### src/rtl/bcd_pkg.sv
// Shared definitions for the BCD-to-binary converter: default sizes, FSM encoding, digit limit.
package bcd_pkg;

    localparam int unsigned DIGITS_DEF = 6;
    localparam int unsigned BIN_W_DEF  = 20;
    localparam int unsigned OUT_W_DEF  = 32;

    localparam logic [3:0] BCD_MAX_DIGIT = 4'd9;

    typedef enum logic [1:0] {
        IDLE  = 2'd0,
        CHECK = 2'd1,
        SHIFT = 2'd2
    } state_e;

endpackage

### src/rtl/bcd2bin_if.sv
// rdy/en/done handshake and data bus between a decimal-entry source and the converter.
interface bcd2bin_if
    import bcd_pkg::*;
#(
    parameter int unsigned DIGITS = DIGITS_DEF,
    parameter int unsigned OUT_W  = OUT_W_DEF
);
    logic [4*DIGITS-1:0] din;
    logic                en;
    logic                rdy;
    logic                busy;
    logic                done;
    logic                err;
    logic [OUT_W-1:0]    dout;

    modport master (output din, en, input  rdy, busy, done, err, dout);
    modport slave  (input  din, en, output rdy, busy, done, err, dout);
endinterface

### src/rtl/bcd_digit_adj.sv
// Reverse double-dabble digit correction: a shifted digit of 8 or more gets 3 removed.
module bcd_digit_adj (
    input  logic [3:0] dig_i,
    output logic [3:0] dig_c_o
);
    assign dig_c_o = (dig_i >= 4'd8) ? (dig_i - 4'd3) : dig_i;
endmodule

### src/rtl/bcd2bin.sv
// Sequential BCD-to-binary converter: validate digits, then one right shift plus
// per-digit correction per clock for BIN_W clocks.
module bcd2bin
    import bcd_pkg::*;
#(
    parameter int unsigned DIGITS = DIGITS_DEF,
    parameter int unsigned BIN_W  = BIN_W_DEF,
    parameter int unsigned OUT_W  = OUT_W_DEF
) (
    input  logic       clk,
    input  logic       rst_n,
    bcd2bin_if.slave   bus
);
    localparam int unsigned BCD_W = 4 * DIGITS;
    localparam int unsigned CNT_W = $clog2(BIN_W);

    state_e             state_q, state_d;
    logic [BCD_W-1:0]   bcd_q, bcd_d;
    logic [BIN_W-1:0]   bin_q, bin_d;
    logic [CNT_W-1:0]   cnt_q, cnt_d;
    logic [OUT_W-1:0]   dout_q, dout_d;
    logic               err_q, err_d;
    logic               done_q, done_d;
    logic               busy_q, busy_d;
    logic               rdy_q, rdy_d;

    logic [BCD_W-1:0]   bcd_shift_c;
    logic [BCD_W-1:0]   bcd_adj_c;
    logic [BIN_W-1:0]   bin_shift_c;
    logic               bad_digit_c;

    // The bcd LSB falls into the top of the binary accumulator on each shift.
    assign bcd_shift_c = {1'b0, bcd_q[BCD_W-1:1]};
    assign bin_shift_c = {bcd_q[0], bin_q[BIN_W-1:1]};

    for (genvar g = 0; g < DIGITS; g++) begin : g_adj
        bcd_digit_adj u_adj (
            .dig_i   (bcd_shift_c[4*g +: 4]),
            .dig_c_o (bcd_adj_c[4*g +: 4])
        );
    end

    always_comb begin
        bad_digit_c = 1'b0;
        for (int i = 0; i < DIGITS; i++) begin
            if (bcd_q[4*i +: 4] > BCD_MAX_DIGIT) bad_digit_c = 1'b1;
        end
    end

    always_ff @(posedge clk or negedge rst_n) begin
        if (!rst_n) begin
            state_q <= IDLE;
            bcd_q   <= '0;
            bin_q   <= '0;
            cnt_q   <= '0;
            dout_q  <= '0;
            err_q   <= 1'b0;
            done_q  <= 1'b0;
            busy_q  <= 1'b0;
            rdy_q   <= 1'b0;
        end else begin
            state_q <= state_d;
            bcd_q   <= bcd_d;
            bin_q   <= bin_d;
            cnt_q   <= cnt_d;
            dout_q  <= dout_d;
            err_q   <= err_d;
            done_q  <= done_d;
            busy_q  <= busy_d;
            rdy_q   <= rdy_d;
        end
    end

    always_comb begin
        state_d = state_q;
        bcd_d   = bcd_q;
        bin_d   = bin_q;
        cnt_d   = cnt_q;
        dout_d  = dout_q;
        err_d   = err_q;
        done_d  = 1'b0;
        busy_d  = busy_q;
        rdy_d   = rdy_q;
        case (state_q)
            IDLE: begin
                rdy_d = 1'b1;
                if (bus.en) begin
                    bcd_d   = bus.din;
                    bin_d   = '0;
                    err_d   = 1'b0;
                    rdy_d   = 1'b0;
                    busy_d  = 1'b1;
                    state_d = CHECK;
                end
            end
            CHECK: begin
                if (bad_digit_c) begin
                    err_d   = 1'b1;
                    dout_d  = '0;
                    done_d  = 1'b1;
                    busy_d  = 1'b0;
                    rdy_d   = 1'b1;
                    state_d = IDLE;
                end else begin
                    cnt_d   = '0;
                    state_d = SHIFT;
                end
            end
            SHIFT: begin
                bcd_d = bcd_adj_c;
                bin_d = bin_shift_c;
                cnt_d = cnt_q + CNT_W'(1);
                if (cnt_q == CNT_W'(BIN_W - 1)) begin
                    dout_d  = OUT_W'(bin_shift_c);
                    done_d  = 1'b1;
                    busy_d  = 1'b0;
                    rdy_d   = 1'b1;
                    state_d = IDLE;
                end
            end
            default: state_d = IDLE;
        endcase
    end

    assign bus.rdy  = rdy_q;
    assign bus.busy = busy_q;
    assign bus.done = done_q;
    assign bus.err  = err_q;
    assign bus.dout = dout_q;
endmodule
### src/flat_wrapper.sv
// flat-port wrapper written by rule: the top's interface ports become plain ports
module bcd2bin_flat import bcd_pkg::*;
#(
    parameter int unsigned DIGITS = DIGITS_DEF,
    parameter int unsigned BIN_W  = BIN_W_DEF,
    parameter int unsigned OUT_W  = OUT_W_DEF
)
  (clk, rst_n, bus_din, bus_en, bus_rdy, bus_busy, bus_done, bus_err, bus_dout);
  bcd2bin_if #(.DIGITS(DIGITS), .OUT_W(OUT_W)) bus_i ();
  input  logic clk;
  input  logic rst_n;
  input wire logic [$bits(bus_i.din)-1:0] bus_din;
  input wire logic [$bits(bus_i.en)-1:0] bus_en;
  output wire logic [$bits(bus_i.rdy)-1:0] bus_rdy;
  output wire logic [$bits(bus_i.busy)-1:0] bus_busy;
  output wire logic [$bits(bus_i.done)-1:0] bus_done;
  output wire logic [$bits(bus_i.err)-1:0] bus_err;
  output wire logic [$bits(bus_i.dout)-1:0] bus_dout;
  assign bus_i.din = bus_din;
  assign bus_i.en = bus_en;
  assign bus_rdy = bus_i.rdy;
  assign bus_busy = bus_i.busy;
  assign bus_done = bus_i.done;
  assign bus_err = bus_i.err;
  assign bus_dout = bus_i.dout;
  bcd2bin #(.DIGITS(DIGITS), .BIN_W(BIN_W), .OUT_W(OUT_W)) u_core (.clk(clk), .rst_n(rst_n), .bus(bus_i));
endmodule
### config.mk
export PLATFORM = sky130hd
export DESIGN_NAME = bcd2bin_flat
export DESIGN_NICKNAME = d
export VERILOG_FILES = /design/src/rtl/bcd_pkg.sv /design/src/rtl/bcd2bin_if.sv /design/src/rtl/bcd_digit_adj.sv /design/src/rtl/bcd2bin.sv /design/src/flat_wrapper.sv
export SDC_FILE = /design/constraint.sdc
export NUM_CORES = 1
export LEC_CHECK = 0
export CORE_UTILIZATION = 50
export CTS_CLUSTER_DIAMETER = 40
export DETAILED_ROUTE_END_ITERATION = 12
export PLACE_DENSITY = 0.76
export SLEW_MARGIN = 40
export SYNTH_ARGS = -nofsm -noshare
export SYNTH_HDL_FRONTEND = slang
export SYNTH_SLANG_ARGS = --single-unit
### constraint.sdc
create_clock -name clk -period 2 [get_ports clk]
set_input_delay 0.4 -clock clk [delete_from_list [all_inputs] [get_ports clk]]
set_output_delay 0.4 -clock clk [all_outputs]
set_load 0.05 [all_outputs]
[Yosys cells after proc, flatten, opt, wreduce, memory -nomap -nowiden]
Index checks and enable logic that the tools add are counted.
Storage, ports and cells
  register bits after elaboration: 87
  latch bits: 0
  bits in writable memories: 0
  ROM bits: 0
  bits of input ports: 27
  output and inout port bits: 36
  logic and storage cells: 85
  memories kept: 0
Operators by class
  add/subtract/negate cells: 7
  multipliers: 0
  divide/modulo/power cells: 0
  order comparisons: 12
  eq/ne operators: 7
  shift operators: 0
  mux-type cells: 38
  bitwise gates (word level): 0
  reductions and logical operators: 12
Operator list (number)
  2-to-1 mux 32 bit: 2
  case mux 32 bit (2 select lines): 1
  case mux 24 bit (2 select lines): 1
  case mux 20 bit (2 select lines): 1
  greater-than comparator 4 bit (second input constant): 6
  2-to-1 mux 24 bit: 1
  2-to-1 mux 4 bit: 6
  greater-or-equal comparator 4 bit (second input constant): 5
  2-to-1 mux 20 bit: 1
  subtractor 4 x 2 -> 4 bit (second input constant): 5
  2-to-1 mux 1 bit: 15
  case mux 5 bit (2 select lines): 1
  AND reduction 3 bit: 3
  2-to-1 mux 2 bit: 3
  case mux 1 bit (3 select lines): 2
  case mux 2 bit (3 select lines): 1
  AND reduction 2 bit: 3
  nonzero test 2 bit: 3
  adder 5 x 1 -> 5 bit (second input constant): 1
  equality test 5 bit (second input constant): 1
  2-to-1 mux 5 bit: 1
  greater-or-equal comparator 3 x 4 -> 1 bit (second input constant): 1
  inequality test 2 x 1 -> 1 bit (second input constant): 2
  inequality test 2 bit (second input constant): 2
  other kinds (7): 8

[Logic depth before layout (Yosys ltp)]
Gate-level depths: netlist of the first run.
  depth in word-level cells: 9
  gate-level depth with buffers: 9
  depth with buffers taken out: 7

[Hierarchy]
Synthesis of the first run repeated with hierarchy kept, for this count alone.
Unflattened totals
  cells, all modules: 407
  area total of the unflattened synthesis: 4047.6 um2
By module, submodules not included
  bcd2bin: times used 1, cells each 341, area an instance 3589.7 um2, seq. area each 1851.8 um2
  bcd_digit_adj: times used 6, cells each 11, area an instance 76.3 um2, seq. area each 0.0 um2

[Worst setup path before layout of the first run]
No wires, ideal clock.
  path type: flip-flop to flip-flop
  start point: register u_core.state_q[0]
  end point: register u_core.dout_q[0], in the netlist u_core.bus.dout[0]
  setup time: 121 ps
  arrival: 1527 ps
  required time: 1879 ps
  path slack: 352 ps
  stages on the path, launching flop included: 9
  buffers on the path: 2
  clock period less this slack: 1648 ps
  cell sequence: dfrtp_1 > inv_1 > ha_1 > buf_2 > inv_2 > nor2_1 > a211o_1 > buf_6 > a22o_1
Between the ends
  cells in the longest elaborated chain, start to end: 3
RTL lines
  start, declared: line bcd2bin.sv:17  | state_e state_q, state_d;
  start signal, assigned: line bcd2bin.sv:62  | state_q <= state_d;
  equality test 2 bit or equality test 2 x 1 -> 1 bit (tied branches): line bcd2bin.sv:84  | case (state_q)
  inequality test 2 x 1 -> 1 bit (no source line) or nonzero test 2 bit (tied branches)
  AND reduction 3 bit (no source line)
  end signal, assigned: line bcd2bin.sv:66  | dout_q <= dout_d;
  end, declared: line bcd2bin.sv:21  | logic [OUT_W-1:0] dout_q, dout_d;
Parallel ways exist; a longest one is shown, timed or not.
A chain may end at the register's enable or synchronous reset.

[Final worst setup path of the first run]
  start point: register u_core.dout_q[15], in the netlist u_core.bus.dout[15]
  end point: output port bus_dout[15]
RTL lines
  end, declared: line flat_wrapper.sv:18  | output wire logic [$bits(bus_i.dout)-1:0] bus_dout;
No word-level cell between the ends.

==> results of run 1 <==
[logic make-up after synthesis]
group | share of synthesized area, %
AO/OA/AOI/OAI | 20.5
XOR/XNOR | 2.42
adder cells (fa/ha/maj) | 5.19
buffers and inverters | 6.68
flip-flops | 51.2
multiplexers | 4.26
other | 0.104
AND/OR/NAND/NOR | 9.62
[final timing paths]
kind	startpoint	end	slack (ns)	cells past startpoint
min in group clk	u_core.bus.dout[19]	u_core.bus.dout[19]	0.51	1
worst max register to register	u_core.state_q[0]	u_core.bin_q[5]	0.15	5
worst min register to register	u_core.bus.dout[19]	u_core.bus.dout[19]	0.51	1
max in group asynchronous	rst_n	u_core.bin_q[16]	1.60	2
worst max-delay path	u_core.bus.dout[15]	bus_dout[15]	0.08	1
worst min-delay path	rst_n	u_core.bcd_q[4]	0.07	2
[repair_timing]
| item | 4_1_cts | 5_1_grt |
|---|---|---|
| setup endpoints to repair | 15 | 0 |
| resized for setup | 1 | 0 |
| hold buffers | 0 | 0 |
| hold endpoints to repair | 0 | 0 |
[final cells by class]
cell class	instances	area, µm²	area share [%]
clock buffer	10	128	2.83
clock inverter	6	138	3.05
inverter	16	60.1	1.33
multi-input combinational	235	1570	34.7
sequential	74	1850	41.1
tap	96	120	2.66
timing repair buffer	67	646	14.3
[placed cells by master (no fill, tap or decap), types with 6 or more instances in the layout]
cell             count
conb_1              12
nor2b_1              6
dfrtp_1             74
clkbuf_8             9
nand3_1              6
inv_1               15
a21oi_1             21
a22o_1              39
clkdlybuf4s50_1     48
ha_1                15
nor2_1              22
buf_4               16
o21ai_0             29
nand2_1             29
mux2i_1             12
xnor2_1             10
[power groups by stage]
| stage | clock (mW) | sequential (mW) | combinational (mW) |
|---|---|---|---|
| floorplan | 0 | 2.24 | 1.63 |
| global route | 1.62 | 2.16 | 2.68 |
| global placement | 0 | 2.12 | 2.33 |
| finish | 1.52 | 2.11 | 2.41 |
| detailed placement | 0 | 2.14 | 2.39 |
| CTS | 1.56 | 2.11 | 2.43 |
[metal layers]
layer | vias to the layer above | track usage [%] | share of wire [%]
met2 | 54 | 32.2 | 47
met5 | - | 0 | 0
met4 | 0 | 8.48 | 0.81
met3 | 6 | 3.13 | 3.7
met1 | 1332 | 32.0 | 49
li1 | 1305 | - | -
[flip-flops by register name, summed over array words and instances (netlist names)]
signal           flops
u_core.bus.rdy       1
u_core.bus.done      1
u_core.bin_q        19
u_core.state_q       2
u_core.bcd_q        24
u_core.bus.dout     20
u_core.cnt_q         5
u_core.bus.err       1
u_core.bus.busy      1
[stage by stage]
step | area (µm²) | hold slack (ns)
after global placement | 4240 | 0.452
after detailed placement | 4240 | 0.466
final | 4510 | 0.0715
after global routing | 4510 | 0.118
after CTS | 4510 | 0.0929
after floorplan | 3660 | 0.104
==> results_dict.tcl, run 1 <==
set metrics [dict create \
    status "complete, no violations" \
    fillers 582 \
    max_freq_mhz 521 \
    vias 2697 \
    antenna_left 0 \
    dp_hpwl_um 4960 \
    cp-end-kind "primary output" \
    finalWeightedCongestion 0.790 \
    first_pass_iters 6 \
    die_area_mm2 0.00758 \
    die_x_um 87.0 \
    synthesis.area_mm2 0.00362 \
    die_h_um 87.0 \
    clock_skew_ns 0.00501 \
    internal_power_mw 3.77 \
    cp.required_ns 1.60 \
    arrival_ns 1.52 \
    yosysTopAreaCell "dfrtp_1" \
    peakVddDrop_mv 0.578 \
    seq_area_frac_synth_pct 51.2 \
    drive_gt1_share_pct 11.3 \
    rsz0062_at_grt "no" \
    synthCells 344 \
    drt_first_iter_violations 203 \
    wl_um 7490 \
    synth.most_common_cell "dfrtp_1" \
    synth_edf_count 0 \
    synth.area.top_cells "dfrtp_1 (51%), a22o_1 (9.4%), ha_1 (5.2%)" \
    synth.distinct_cells 36 \
    numCtsBuffers 9 \
    synthArstFlopShare_pct 100 \
    max-slew-margin-rel_pct 46.6 \
    grt_use_total_pct 21.6 \
    worstPathMaxFanout 2 \
    setup-violations-final 0 \
    yosysTopAreaCellShare_pct 51.2 \
    wl_per_cell_um 14.9 \
    total_power_mw 6.05 \
    clkTransAtPathRegs_ns 0.08 \
    fin_util_pct 65.3 \
    cpLargestDelayFamily "buffers and inverters" \
    report.final.slew_viol_count 0 \
    port-buffer-count 50 \
    finalCriticalPeriod_ns 1.92 \
    instances_no_fill 504 \
    maxCapViolCount 0 \
    dp_slack_ns -0.00237 \
    hold_viol_final 0 \
    syn2layout_area_growth_pct 24.7 \
    switching_share_pct 37.6 \
    n_antenna_cell 0 \
    start_kind "flip-flop" \
    grt_pass1_vias 2531 \
    p_leak_nw 2.09 \
    synth_commonest_cells "dfrtp_1 (74), a22o_1 (39), nand2_1 (29), o21ai_0 (29), nor2_1 (22)" \
    power.density_mw_per_mm2 1340 \
    cts_buffer_depth 2 \
    worstMarginPinSlew_ns 0.799 \
    start_util_pct 52.4 \
    path_buf_inv 1 \
    h-tree-depth 3 \
    p_seq_share_pct 34.9 \
    fin_crit_sh_pct 95.9 \
    grt_max_degree 75 \
    clk_latency_ns 0.34 \
    antenna_found_initial 0 \
    crit_path_cell_trace "clkdlybuf4s50_1" \
    synthFlopType "dfrtp_1" \
    via_per_inst 5.35 \
    core-area_mm2 0.00691 \
    fin_ws_ns 0.0812 \
    tns_ns 0 \
    p_sw_mw 2.28 \
    clock-sinks 74 \
    num_rows 30 \
    cts_tree "done" \
    comb_power_share_pct 39.9 \
    p_clk_share_pct 25.2 \
    slowest_stage "clkdlybuf4s50_1" \
    drcViolationCount 0 \
    cts_setup_buffers 0 \
    nNetsFinal 445 \
    dpl.cell_count 488 \
    holdCritPathClass "input pin to asynchronous set/reset pin" \
    syn_area_per_cell_um2 10.5 \
    ys_ff_latch 74 \
    critPathMaxStageDelay_ns 0.81 \
    pin_count 63 \
    grt.overflow.total 0 \
    yosys_warnings 0 \
    crit_type "flip-flop to primary output" \
    grt_pass1_wl_um 12500 \
    cts-root-buf "clkbuf_8" \
]
Note: power is estimated with default switching activity, not from simulation.
==> run 2: changes to the inputs <==
- clock period: 2 -> 2.4 ns (I/O delays scaled with it)
==> run 2 against run 1 <==
Effect of this change: power decreased by 24%; sequential share of layout area is 1.6 points higher; clock power shrank 36%.
==> results_dict.tcl, run 2 (synthesized netlist as in run 1, its figures left out) <==
set metrics [dict create \
    fillers 603 \
    wl_per_cell_um 15.2 \
    mostFrequentLayoutCell "dfrtp_1" \
    grt_pass1_vias 2568 \
    via_per_inst 5.42 \
    arrival_ns 1.56 \
    top_register "u_core.bcd_q" \
    grt_max_degree 75 \
    grt_pass1_wl_um 12600 \
    multi_input_area_mm2 0.00157 \
    path_buf_inv 1 \
    hold_viol_final 0 \
    fin_crit_sh_pct 85.1 \
    crit_path_cell_trace "clkdlybuf4s50_1" \
    fin_hold_ws_ns 0.133 \
    finalWeightedCongestion 0.836 \
    antenna_left 0 \
    peakVddDrop_mv 0.492 \
    clock_skew_ns 0.0137 \
    antenna_found_initial 0 \
    num_rows 30 \
    drive_gt1_share_pct 8.31 \
    drt_first_iter_violations 181 \
    first_pass_iters 4 \
    ctsHoldBuffers 0 \
    p_seq_share_pct 40.1 \
    slowest_stage "clkdlybuf4s50_1" \
    pin_count 63 \
    comb_power_share_pct 38.8 \
    syn2layout_area_growth_pct 20.1 \
    switching_share_pct 41.2 \
    clkTransAtPathRegs_ns 0.08 \
    cts_buffer_depth 2 \
    port-buffer-count 50 \
    max-slew-margin-rel_pct 48.1 \
    cts-root-buf "clkbuf_8" \
    dp_hpwl_um 4930 \
    clk_latency_ns 0.35 \
    grt_use_total_pct 21.8 \
    cpLargestDelayFamily "buffers and inverters" \
    critPathMaxStageDelay_ns 0.84 \
    holdCritPathClass "input pin to asynchronous set/reset pin" \
    vias 2670 \
    status "complete, no violations" \
    p_sw_mw 1.89 \
    setup-violations-final 0 \
    die_area_mm2 0.00758 \
    fin_util_pct 62.9 \
    seqCellArea_mm2 0.00185 \
    start_kind "flip-flop" \
    cts_setup_buffers 0 \
    h-tree-depth 3 \
    numCtsBuffers 9 \
    final_cell_mix "dfrtp_1 (74), clkdlybuf4s50_1 (49), a22o_1 (39)" \
    wl_um 7500 \
    dp_slack_ns 0.378 \
    grt.overflow.total 0 \
    core-area_mm2 0.00691 \
    die_x_um 87.0 \
    cp.required_ns 1.92 \
    start_util_pct 52.4 \
    report.final.slew_viol_count 0 \
    power.density_mw_per_mm2 1060 \
    largest_register_ffs 24 \
    worstPathMaxFanout 3 \
    finalCriticalPeriod_ns 2.04 \
    internal_power_mw 2.70 \
    clock-sinks 74 \
    rsz0062_at_grt "no" \
    n_antenna_cell 0 \
    p_clk_share_pct 21.1 \
    fin_ws_ns 0.357 \
    cts_resized 0 \
    die_h_um 87.0 \
    drcViolationCount 0 \
    tns_ns 0 \
    worstMarginPinSlew_ns 0.777 \
    cts_tree "done" \
    max_freq_mhz 490 \
    crit_type "flip-flop to primary output" \
    maxCapViolCount 0 \
    nNetsFinal 434 \
    p_leak_nw 2.00 \
    cp-end-kind "primary output" \
]
## run 2: layout make-up
type	instances	area share (%)
Timing Repair Buffer	56	12.7
Multi-Input combinational cell	235	36.0
Clock buffer	10	2.94
Tap cell	96	2.77
Clock inverter	6	1.50
Inverter	16	1.38
Sequential cell	74	42.6
## run 2: power by group through the flow
stage          clock, mW  sequential, mW  combinational, mW
6_report           0.968            1.84               1.78
5_1_grt             1.03            1.89               1.98
4_1_cts            0.984            1.84               1.79
3_5_place_dp           0            1.86               1.78
3_3_place_gp           0            1.83               1.72
2_1_floorplan          0            1.87               1.35
## run 2: path summary, 6_finish.rpt
path / from / end / slack, ns / depth (start not counted)
hold / removal: rst_n / u_core.bcd_q[8] / 0.13 / 2
max in group asynchronous: rst_n / u_core.bcd_q[3] / 1.93 / 2
min in group clk: u_core.bin_q[1] / u_core.bus.dout[0] / 0.50 / 1
setup / recovery: u_core.bus.err / bus_err / 0.36 / 1
setup reg to reg: u_core.bcd_q[6] / u_core.bus.dout[13] / 0.39 / 5
hold reg to reg: u_core.bin_q[1] / u_core.bus.dout[0] / 0.50 / 1
## run 2: metal layers
layer	track usage (%)	vias to the layer above	share of wire [%]
met1	30.7	1324	48
met5	0	-	0
met3	4.27	8	3.9
li1	-	1277	-
met2	33.9	61	47
met4	7.58	0	1.5
## run 2: stage by stage
| stage | area [µm²] | total power, mW | cells |
|---|---|---|---|
| after floorplan | 3660 | 3.22 | 355 |
| after global placement | 4150 | 3.55 | 477 |
| after detailed placement | 4150 | 3.64 | 477 |
| after CTS | 4340 | 4.61 | 493 |
| after global routing | 4340 | 4.90 | 493 |
| final | 4340 | 4.59 | 493 |
==> run 3: changes to the inputs <==
- CORE_ASPECT_RATIO: default -> 0.6
- CORE_UTILIZATION: 50 -> 44
- PLACE_DENSITY: 0.76 -> 0.68
==> run 3 against run 2 <==
Effect of this change: the flow now finishes with violations (DRC); routed wire length is 2.0% lower; via count is 2.7% lower; clock power is 54% higher; setup slack worse by 0.018 ns; final area is 3.9% higher; global-route usage is 2.9 points lower; critical path type is now flip-flop to flip-flop; largest cell class unchanged; highest routed layer unchanged.
==> results_dict.tcl, run 3 (synthesized netlist as in run 1, its figures left out) <==
set metrics [dict create \
    vias 2597 \
    crit_type "flip-flop to flip-flop" \
    p_leak_nw 2.08 \
    numCtsBuffers 9 \
    final_cell_mix "dfrtp_1 (74), clkdlybuf4s50_1 (49), a22o_1 (39)" \
    cts_resized 0 \
    drcViolationCount 2 \
    cp-end-kind "flip-flop" \
    pin_count 63 \
    wl_um 7350 \
    antenna_found_initial 0 \
    dp_hpwl_um 5070 \
    clock-sinks 74 \
    max_freq_mhz 485 \
    start_util_pct 45.7 \
    holdCritPathClass "input pin to asynchronous set/reset pin" \
    grt_max_degree 75 \
    cts_setup_buffers 0 \
    antenna_left 0 \
    r2r_start "u_core.bcd_q[10]" \
    clk_latency_ns 0.33 \
    cts_buffer_depth 2 \
    start_kind "flip-flop" \
    cts_tree "done" \
    worstPathMaxFanout 20 \
    reg2reg_slack_ns 0.34 \
    core-area_mm2 0.00791 \
    wl_per_cell_um 14.5 \
    top_register "u_core.bcd_q" \
    setup-violations-final 0 \
    die_x_um 119 \
    drt_first_iter_violations 160 \
    num_rows 25 \
    instances_no_fill 507 \
    report.final.slew_viol_count 0 \
    first_pass_iters 8 \
    grt_pass1_wl_um 12400 \
    clkTransAtPathRegs_ns 0.05 \
    h-tree-depth 3 \
    power.density_mw_per_mm2 1130 \
    cp.required_ns 2.67 \
    hold_viol_final 0 \
    grt_use_total_pct 18.9 \
    maxCapViolCount 0 \
    cts-root-buf "clkbuf_16" \
    die_area_mm2 0.00860 \
    clock_skew_ns 0.00515 \
    grt_pass1_vias 2432 \
    tns_ns 0 \
    port-buffer-count 50 \
    rsz0062_at_grt "no" \
    dpl.cell_count 491 \
    largest_register_ffs 24 \
    drive_gt1_share_pct 8.52 \
    n_antenna_cell 0 \
    arrival_ns 2.33 \
    status "complete, but fails checks" \
    die_h_um 72.2 \
    fin_crit_sh_pct 85.9 \
    peakVddDrop_mv 0.615 \
    grt.overflow.total 0 \
    failed_checks "DRC" \
    ff2ff_path_depth 5 \
    finalCriticalPeriod_ns 2.06 \
    max-slew-margin-rel_pct 49.6 \
    r2r-end "u_core.bus.dout[9]" \
    ctsHoldBuffers 0 \
    mostFrequentLayoutCell "dfrtp_1" \
    finalWeightedCongestion 0.783 \
    worstMarginPinSlew_ns 0.755 \
    via_per_inst 5.12 \
    syn2layout_area_growth_pct 24.8 \
    nNetsFinal 436 \
]
## run 3: changes by cell type in the layout (fill, tap and decap cells not counted)
| cell | change |
|---|---|
| clkinvlp_4 | -1 |
| clkbuf_16 | +9 |
| o21a_2 | -1 |
| clkinv_2 | +1 |
| inv_6 | -1 |
| clkinv_4 | -1 |
| bufinv_16 | +2 |
| buf_4 | +2 |
| clkbuf_8 | -9 |
| o21a_1 | +1 |
## run 3: cell type report
type | count | area (µm²)
inverters | 16 | 60.1
flip-flops and latches | 74 | 1850
clock inverters | 6 | 105
fillers | 668 | 3400
well taps | 108 | 135
multi-input cells | 235 | 1560
clock buffers | 10 | 229
repair buffers | 58 | 568
## run 3: per-stage QoR
| step | area (µm²) | utilization [%] | worst slack, ns | total power [mW] | hold slack (ns) |
|---|---|---|---|---|---|
| floorplan | 3660 | - | 0.752 | 3.22 | 0.184 |
| global placement | 4180 | 52.8 | 0.431 | 3.56 | 0.486 |
| CTS | 4510 | 57.0 | 0.349 | 5.16 | 0.184 |
| global route | 4510 | 57.0 | 0.183 | 5.47 | 0.200 |
| detailed placement | 4180 | 52.8 | 0.387 | 3.64 | 0.491 |
| finish | 4510 | 57.0 | 0.339 | 5.12 | 0.165 |
## run 3: worst max-delay path by stage
stage	from	to	slack, ns	depth (start not counted)
finish	u_core.bcd_q[10]	u_core.bus.dout[9]	0.34	5
global route	u_core.bcd_q[10]	u_core.bus.dout[8]	0.18	5
CTS	u_core.bcd_q[10]	u_core.bus.dout[9]	0.35	5
floorplan	u_core.state_q[0]	u_core.bus.dout[0]	0.75	8
global placement	bus_en	u_core.bin_q[17]	0.43	4
detailed placement	bus_en	u_core.bin_q[11]	0.39	4
## run 3: power breakdown
part	total, mW	switching (mW)	internal [mW]
Sequential	1.84	0.333	1.50
Clock	1.49	0.481	1.01
Combinational	1.79	1.06	0.726
Total	5.12	1.88	3.24
## run 3: worst max-delay path: stages (launching register included)
cell and delay (ns):
dfrtp_1 0.43, o21ai_1 0.34, nand4_4 0.18, nor3_4 0.22, a211o_1 0.56, a22o_1 0.26
## run 3: metal layers
layer / vias to the layer above / share of wire, % / routed length, µm / GRT usage, %
met2: 49 / 41 / 3020 / 25.5
met3: 4 / 4.4 / 322 / 6.45
met5: - / 0 / 0 / 0
met1: 1257 / 54 / 3950 / 28.5
met4: 0 / 0.69 / 51 / 5.34
li1: 1287 / - / - / -
